`src/rtl/stage_hold_buffer_if.sv`:
```
// Handshake/payload bundle between an upstream stage, the stage hold buffer and the stall unit.
// The slave modport is the buffer side; the master modport drives the buffer's inputs.
interface stage_hold_buffer_if #(
    parameter int WIDTH = 32,
    parameter int DEPTH = 4
);
    localparam int CW = $clog2(DEPTH) + 1;

    logic             valid_i;
    logic [WIDTH-1:0] data_i;
    logic             stall_i;
    logic             flush_i;
    logic             valid_o;
    logic [WIDTH-1:0] data_o;
    logic             stallReq_o;
    logic             overflow_o;
    logic [CW-1:0]    count_o;

    modport master (
        output valid_i, data_i, stall_i, flush_i,
        input  valid_o, data_o, stallReq_o, overflow_o, count_o
    );

    modport slave (
        input  valid_i, data_i, stall_i, flush_i,
        output valid_o, data_o, stallReq_o, overflow_o, count_o
    );
endinterface

```
`src/rtl/stage_hold_buffer.sv`:
```
// Circular FIFO feeding a stallable output register, with sticky overflow and early stall request.
// Define STAGE_HOLD_BUFFER_BYPASS_EN to let an entry skip an empty FIFO (1-cycle latency).
module stage_hold_buffer #(
    parameter int WIDTH = 32,
    parameter int DEPTH = 4
) (
    input  logic                   clock_i,
    input  logic                   reset_i,
    stage_hold_buffer_if.slave     bus
);
    localparam int AW = $clog2(DEPTH);
    localparam int CW = AW + 1;

    logic [WIDTH-1:0] mem_q [DEPTH];

    logic [AW-1:0]    wr_ptr_q, wr_ptr_d;
    logic [AW-1:0]    rd_ptr_q, rd_ptr_d;
    logic [CW-1:0]    count_q, count_d;
    logic             valid_q, valid_d;
    logic [WIDTH-1:0] data_q, data_d;
    logic             overflow_q, overflow_d;

    logic full, empty, bypass_en, push_en, pop_en;

    always_comb begin
        full  = (count_q == CW'(DEPTH));
        empty = (count_q == '0);
`ifdef STAGE_HOLD_BUFFER_BYPASS_EN
        bypass_en = bus.valid_i && empty && !bus.stall_i && !bus.flush_i;
`else
        bypass_en = 1'b0;
`endif
        // A bypassed entry goes straight to the output register, never into the FIFO.
        push_en = bus.valid_i && !full && !bypass_en && !bus.flush_i;
        pop_en  = !bus.stall_i && !empty && !bus.flush_i;
    end

    always_comb begin
        wr_ptr_d   = wr_ptr_q;
        rd_ptr_d   = rd_ptr_q;
        count_d    = count_q;
        valid_d    = valid_q;
        data_d     = data_q;
        overflow_d = overflow_q;
        if (bus.flush_i) begin
            wr_ptr_d = '0;
            rd_ptr_d = '0;
            count_d  = '0;
            valid_d  = 1'b0;
        end else begin
            if (push_en) begin
                wr_ptr_d = wr_ptr_q + AW'(1);
            end
            if (pop_en) begin
                rd_ptr_d = rd_ptr_q + AW'(1);
            end
            count_d = count_q + CW'(push_en) - CW'(pop_en);
            if (!bus.stall_i) begin
                valid_d = !empty || bypass_en;
                if (bypass_en) begin
                    data_d = bus.data_i;
                end else if (!empty) begin
                    data_d = mem_q[rd_ptr_q];
                end
            end
            if (bus.valid_i && full) begin
                overflow_d = 1'b1;
            end
        end
    end

    always_ff @(posedge clock_i) begin
        if (reset_i) begin
            wr_ptr_q   <= '0;
            rd_ptr_q   <= '0;
            count_q    <= '0;
            valid_q    <= 1'b0;
            data_q     <= '0;
            overflow_q <= 1'b0;
        end else begin
            wr_ptr_q   <= wr_ptr_d;
            rd_ptr_q   <= rd_ptr_d;
            count_q    <= count_d;
            valid_q    <= valid_d;
            data_q     <= data_d;
            overflow_q <= overflow_d;
        end
    end

    // Storage array kept free of reset so it maps onto RAM.
    always_ff @(posedge clock_i) begin
        if (push_en && !reset_i) begin
            mem_q[wr_ptr_q] <= bus.data_i;
        end
    end

    assign bus.valid_o    = valid_q;
    assign bus.data_o     = data_q;
    assign bus.overflow_o = overflow_q;
    assign bus.count_o    = count_q;
    // Two entries of headroom cover the stall unit's registered response.
    assign bus.stallReq_o = (count_q >= CW'(DEPTH - 2));
endmodule

```
`src/flat_wrapper.sv`:
```
// flat-port wrapper written by rule: the top's interface ports become plain ports
module stage_hold_buffer_flat 
#(
    parameter int WIDTH = 32,
    parameter int DEPTH = 4
)
  (clock_i, reset_i, bus_valid_i, bus_data_i, bus_stall_i, bus_flush_i, bus_valid_o, bus_data_o, bus_stallReq_o, bus_overflow_o, bus_count_o);
  stage_hold_buffer_if #(.WIDTH(WIDTH), .DEPTH(DEPTH)) bus_i ();
  input  logic clock_i;
  input  logic reset_i;
  input wire logic [$bits(bus_i.valid_i)-1:0] bus_valid_i;
  input wire logic [$bits(bus_i.data_i)-1:0] bus_data_i;
  input wire logic [$bits(bus_i.stall_i)-1:0] bus_stall_i;
  input wire logic [$bits(bus_i.flush_i)-1:0] bus_flush_i;
  output wire logic [$bits(bus_i.valid_o)-1:0] bus_valid_o;
  output wire logic [$bits(bus_i.data_o)-1:0] bus_data_o;
  output wire logic [$bits(bus_i.stallReq_o)-1:0] bus_stallReq_o;
  output wire logic [$bits(bus_i.overflow_o)-1:0] bus_overflow_o;
  output wire logic [$bits(bus_i.count_o)-1:0] bus_count_o;
  assign bus_i.valid_i = bus_valid_i;
  assign bus_i.data_i = bus_data_i;
  assign bus_i.stall_i = bus_stall_i;
  assign bus_i.flush_i = bus_flush_i;
  assign bus_valid_o = bus_i.valid_o;
  assign bus_data_o = bus_i.data_o;
  assign bus_stallReq_o = bus_i.stallReq_o;
  assign bus_overflow_o = bus_i.overflow_o;
  assign bus_count_o = bus_i.count_o;
  stage_hold_buffer #(.WIDTH(WIDTH), .DEPTH(DEPTH)) u_core (.clock_i(clock_i), .reset_i(reset_i), .bus(bus_i));
endmodule
```
`config.mk`:
```
export PLATFORM = sky130hd
export DESIGN_NAME = stage_hold_buffer_flat
export DESIGN_NICKNAME = d
export VERILOG_FILES = /design/src/rtl/stage_hold_buffer_if.sv /design/src/rtl/stage_hold_buffer.sv /design/src/flat_wrapper.sv
export SDC_FILE = /design/constraint.sdc
export NUM_CORES = 1
export LEC_CHECK = 0
export ABC_AREA = 1
export CAP_MARGIN = 20
export CORE_MARGIN = 8
export CORE_UTILIZATION = 25
export DETAILED_ROUTE_END_ITERATION = 8
export MAX_ROUTING_LAYER = met4
export PLACE_DENSITY_LB_ADDON = 0.1
export SLEW_MARGIN = 20
export SYNTH_ARGS = -nofsm -noshare
export SYNTH_HDL_FRONTEND = slang
export SYNTH_SLANG_ARGS = --single-unit
```
`constraint.sdc`:
```
create_clock -name clock_i -period 3.5 [get_ports clock_i]
set_input_delay 0.875 -clock clock_i [delete_from_list [all_inputs] [get_ports clock_i]]
set_output_delay 0.875 -clock clock_i [all_outputs]
set_load 0.01 [all_outputs]
```
# After elaboration in Yosys (flattened, before gate mapping)
# Memory sizes are Yosys's and may differ from the RTL's. A register that Yosys moved wholly into a read port is not among the register bits.
# Index checks and enable logic that the tools add are counted.
[totals]
register_bits = 9
mem_bits_rw = 128
in_bits = 37
out_inout_bits = 38
word_cells = 32
n_memories = 1
[op_classes]
n_addsub = 4
magnitude_cmp = 1
n_eq_ne = 1
mux = 2
bitwise_logic = 3
n_reduce_logical = 15
[memory_table]
columns = ["name", "depth", "width", "rd", "rd_clocked_by_memory_dff", "wr", "line", "source"]
rows = [
  ["u_core.mem_q", 4, 32, 1, 1, 1, "stage_hold_buffer.sv:14", "logic [WIDTH-1:0] mem_q [DEPTH];"],
]
[op_table]
columns = ["cell", "count"]
rows = [
  ["$logic_and A1 B1 Y1", 6],
  ["$logic_not A1 Y1", 5],
  ["$add A2 B1 Y2 const B", 2],
  ["$add A3 B1 Y3", 1],
  ["$eq A3 B3 Y1 const B", 1],
  ["$ge A3 B2 Y1 const B", 1],
  ["$logic_not A3 Y1", 1],
  ["$not A1 Y1", 3],
  ["$reduce_and A3 Y1", 1],
  ["$sub A3 B1 Y3", 1],
  ["$mux W1", 2],
  ["$reduce_and A2 Y1", 1],
  ["$reduce_or A2 Y1", 1],
]

# Depth between registers and ports, before layout
[depth]
depth_word = 7
mapped_depth = 13
depth_no_buf = 11

# Worst setup path before layout
# Ideal clock, no wire load.
[synth_timing]
kind = "input -> register"
start = "in bus_valid_i"
end = "mem u_core.mem_q[0][0] (enable)"
setup_ps = 421
t_arrival_ps = 2639
required_time_ps = 3079
path_slack_ps = 440
stages = 6
n_path_buf = 0
path_cell_list = "inv_1 -> nor2_1 -> nand2_1 -> inv_1 -> nand2_1 -> nor2_1"
[synth_via]
elab_chain_len = 5
[synth_lines]
columns = ["item", "line", "source"]
rows = [
  ["from (decl)", "flat_wrapper.sv:11", "input wire logic [$bits(bus_i.valid_i)-1:0] bus_valid_i;"],
  ["$logic_and A1 B1 Y1 (2 in series)", "stage_hold_buffer.sv:34", "push_en = bus.valid_i && !full && !bypass_en && !bus.flush_i;"],
  ["$logic_and A1 B1 Y1", "stage_hold_buffer.sv:92", "if (push_en && !reset_i) begin"],
  ["$mux W1", "stage_hold_buffer.sv:92", ""],
  ["$mux W1 (not written as such)", "stage_hold_buffer.sv:93", "mem_q[wr_ptr_q] <= bus.data_i;"],
  ["to (decl)", "stage_hold_buffer.sv:14", ""],
]
# Every way passes these cells.

# Worst setup path in the final report
[layout_timing]
start = "reg u_core.count_q[1] (netlist: u_core.bus.count_o[1])"
end = "out bus_stallReq_o"
[layout_via]
elab_chain_len = 1
[layout_lines]
columns = ["item", "line", "source"]
rows = [
  ["from (decl)", "stage_hold_buffer.sv:18", "logic [CW-1:0] count_q, count_d;"],
  ["from (signal assigned)", "stage_hold_buffer.sv:83", "count_q <= count_d;"],
  ["$ge A3 B2 Y1", "stage_hold_buffer.sv:102", "assign bus.stallReq_o = (count_q >= CW'(DEPTH - 2));"],
  ["to (decl)", "flat_wrapper.sv:17", "output wire logic [$bits(bus_i.stallReq_o)-1:0] bus_stallReq_o;"],
]
# Every way passes these cells.

==> flow_summary.toml <==
[synthesis]
synth_edf_count = 128
netlist_top_cells_count = "232 x nand2_1, 179 x inv_1, 128 x edfxtp_1"
synth.avg_cell_area_sq_um = 9.26
yosys_warnings = 0
synth.cell_area_sq_mm = 0.00720
synth_top_flop_cell = "edfxtp_1"
ys_seq_area_share_pct = 64.7
syn-instance-count = 778
async_flop_share_pct = 0
synth_fp_nets = 823
synth_top_area_share_pct = 53.4
yosysMostFrequentCell = "nand2_1"
synthTopCellsByArea = "edfxtp_1 53%, nand2_1 12%, dfxtp_1 11%"
yosysUniqueCellTypes = 23
synth-seq-cells = 169
synth_largest_area_cell = "edfxtp_1"

[placement]
io_buffers = 74
routabilityCongestion = 0.675
post-dp-hpwl_mm = 9.69

[timing]
rsz0062_at_grt = "false"
finalHoldViolations = 0
worst_hold_slack_ns = 0.456
period_share_pct = 76.4
relSlewSlack_pct = 43.1
slew_viol_final = 0
fmax_ghz = 0.374
fin_setup_tns_ns = 0
worst_slew_pin_slew_ns = 0.852
skew_ns = 0.00826
finalSetupViolCount = 0
period_needed_ns = 2.68

[critical_path]
critPathArrivalTime_ns = 1.80
crit_start = "u_core.bus.count_o[1]"
crit_type = "reg -> out"
crit_fanout = 4
cp-end-kind = "primary output"
r2r_end = "u_core.mem_q[2][8]"
worst-r2r-setup-slack_ns = 1.55
start_kind = "flip-flop"
worstReg2RegStart = "u_core.bus.count_o[1]"
endpoint = "bus_stallReq_o"
r2r_cells = 7
required_ns = 2.62

[cts]
cts_num_sinks = 169
cts_inserted_buffers = 17
cts.clk_slew.worst_paths_ns = 0.06
cts_resized = 0
clock_latency_ns = 0.42
cts_tree = "yes"
root_buffer = "clkbuf_16"
cts_setup_buffers = 0
cts_hold_buf = 0
htreeDepth = 4
cts_buffer_depth = 2

[power]
power.total_mw = 4.24
ir_drop_v = 0.000318
total_leakage_power_nw = 3.93
p_per_area_mw_per_mm2 = 472

[min_path]
worstHoldPathType = "reg -> reg"

[drt]
via_per_inst = 3.77
route.detailed.wl_per_inst_microns = 13.3
drt-total-wl_mm = 16.6
ant_nets = 0
vias = 4711
drc = 0
drtIter0Drc = 257
first_pass_iters = 4

[floorplanning]
start_util_pct = 25.2
io_pins = 75
placementRows = 62
design.die.area_sq_mm = 0.0345
core-area_sq_mm = 0.0285
fp.dieH_microns = 186
die_w_microns = 186

[status]
status = "finished, final reports clean"

[final_layout]
multiInputGateArea_sq_mm = 0.00173
final_core_util_pct = 31.5
fill_cells = 3039
final_layout_size_suffix_gt1_share_pct = 5.79
layout.nets = 896
syn2layout_area_growth_pct = 24.6
antenna_cells = 0
seqCellArea_sq_mm = 0.00467

[grt]
antenna_found_initial = 0
grt_pass1_vias = 4645
overflow = 0
grt_pass1_wl_mm = 26.6
globalRouteTotalUtil_pct = 10.5
grt_max_degree = 66

[run]
maxCapViolations = 0
## layout by cell type, fill, tap and decap left out
cell,count
a21oi_1,2
a31oi_1,1
buf_12,3
buf_4,8
bufinv_16,2
clkbuf_1,3
clkbuf_16,17
clkdlybuf4s50_1,74
clkinv_1,3
clkinv_2,2
clkinv_4,2
clkinvlp_4,3
dfxtp_1,39
dfxtp_2,2
edfxtp_1,128
fa_1,1
ha_1,7
inv_1,177
inv_2,3
inv_6,1
nand2_1,232
nand2_4,1
nand3_1,66
nand3_4,1
nand4_1,1
nor2_1,76
nor2_4,5
o21ai_0,2
o31ai_1,1
xnor2_1,1
## state kept, by name, indices dropped and copies added, names as in the netlist
register and flops:
u_core.mem_q 128, u_core.bus.data_o 32, u_core.bus.count_o 3, u_core.rd_ptr_q 2, u_core.wr_ptr_q 2, u_core.bus.overflow_o 1
u_core.bus.valid_o 1
## report_power, final
group          switching (mW)  total [mW]  leakage, nW  internal, mW
combinational           0.125       0.224         2.18        0.0994
clock                   0.772        1.82        0.265          1.05
sequential             0.0121        2.20         1.49          2.19
## routing by layer
metal / vias to the layer above / GRT usage, % / share of wire [%]
met1: 2149 / 12.6 / 47
met5: - / - / 0
met4: 0 / 3.05 / 1.2
met3: 13 / 2.44 / 2.8
li1: 2498 / - / -
met2: 51 / 17.5 / 49
## worst min path at each step
stage	from	endpoint	slack, ns	cells after the start
2_1_floorplan	u_core.bus.valid_o	u_core.bus.valid_o	0.48	2
3_3_place_gp	u_core.bus.valid_o	u_core.bus.valid_o	0.46	2
3_5_place_dp	u_core.bus.valid_o	u_core.bus.valid_o	0.46	2
4_1_cts	u_core.bus.valid_o	u_core.bus.valid_o	0.47	2
5_1_grt	u_core.bus.valid_o	u_core.bus.valid_o	0.49	2
6_report	u_core.bus.valid_o	u_core.bus.valid_o	0.46	2
## through the flow
step           setup WS [ns]  cell area, sq um  cells
3_3_place_gp           0.524              8420   1216
5_1_grt                0.734              8980   1248
6_report               0.825              8980   1248
4_1_cts                0.770              8980   1248
3_5_place_dp           0.514              8420   1216
2_1_floorplan          0.440              7200    778
## worst max-delay path, cell delays in order, from the launching register on
cell and delay (ns):
dfxtp_1 0.46, inv_1 0.09, ha_1 0.20, o31ai_1 0.06, clkdlybuf4s50_1 0.57
## logic make-up after synthesis
logic type / Yosys count / share of synthesized area, %
and+or+nand+nor: 382 / 21.4
adders and majority gates: 8 / 1.49
AOI/OAI and AO/OA: 6 / 0.469
DFF: 169 / 64.7
buffers and inverters: 212 / 11.8
xor gates and xnor gates: 1 / 0.122
## final cells by class
class | instances | area share [%]
Clock buffer | 20 | 4.86
Clock inverter | 12 | 1.41
Inverter | 181 | 7.57
Multi-Input combinational cell | 397 | 19.2
Sequential cell | 169 | 52.0
Tap cell | 384 | 5.35
Timing Repair Buffer | 85 | 9.59
(Power assumes the default switching activity.)
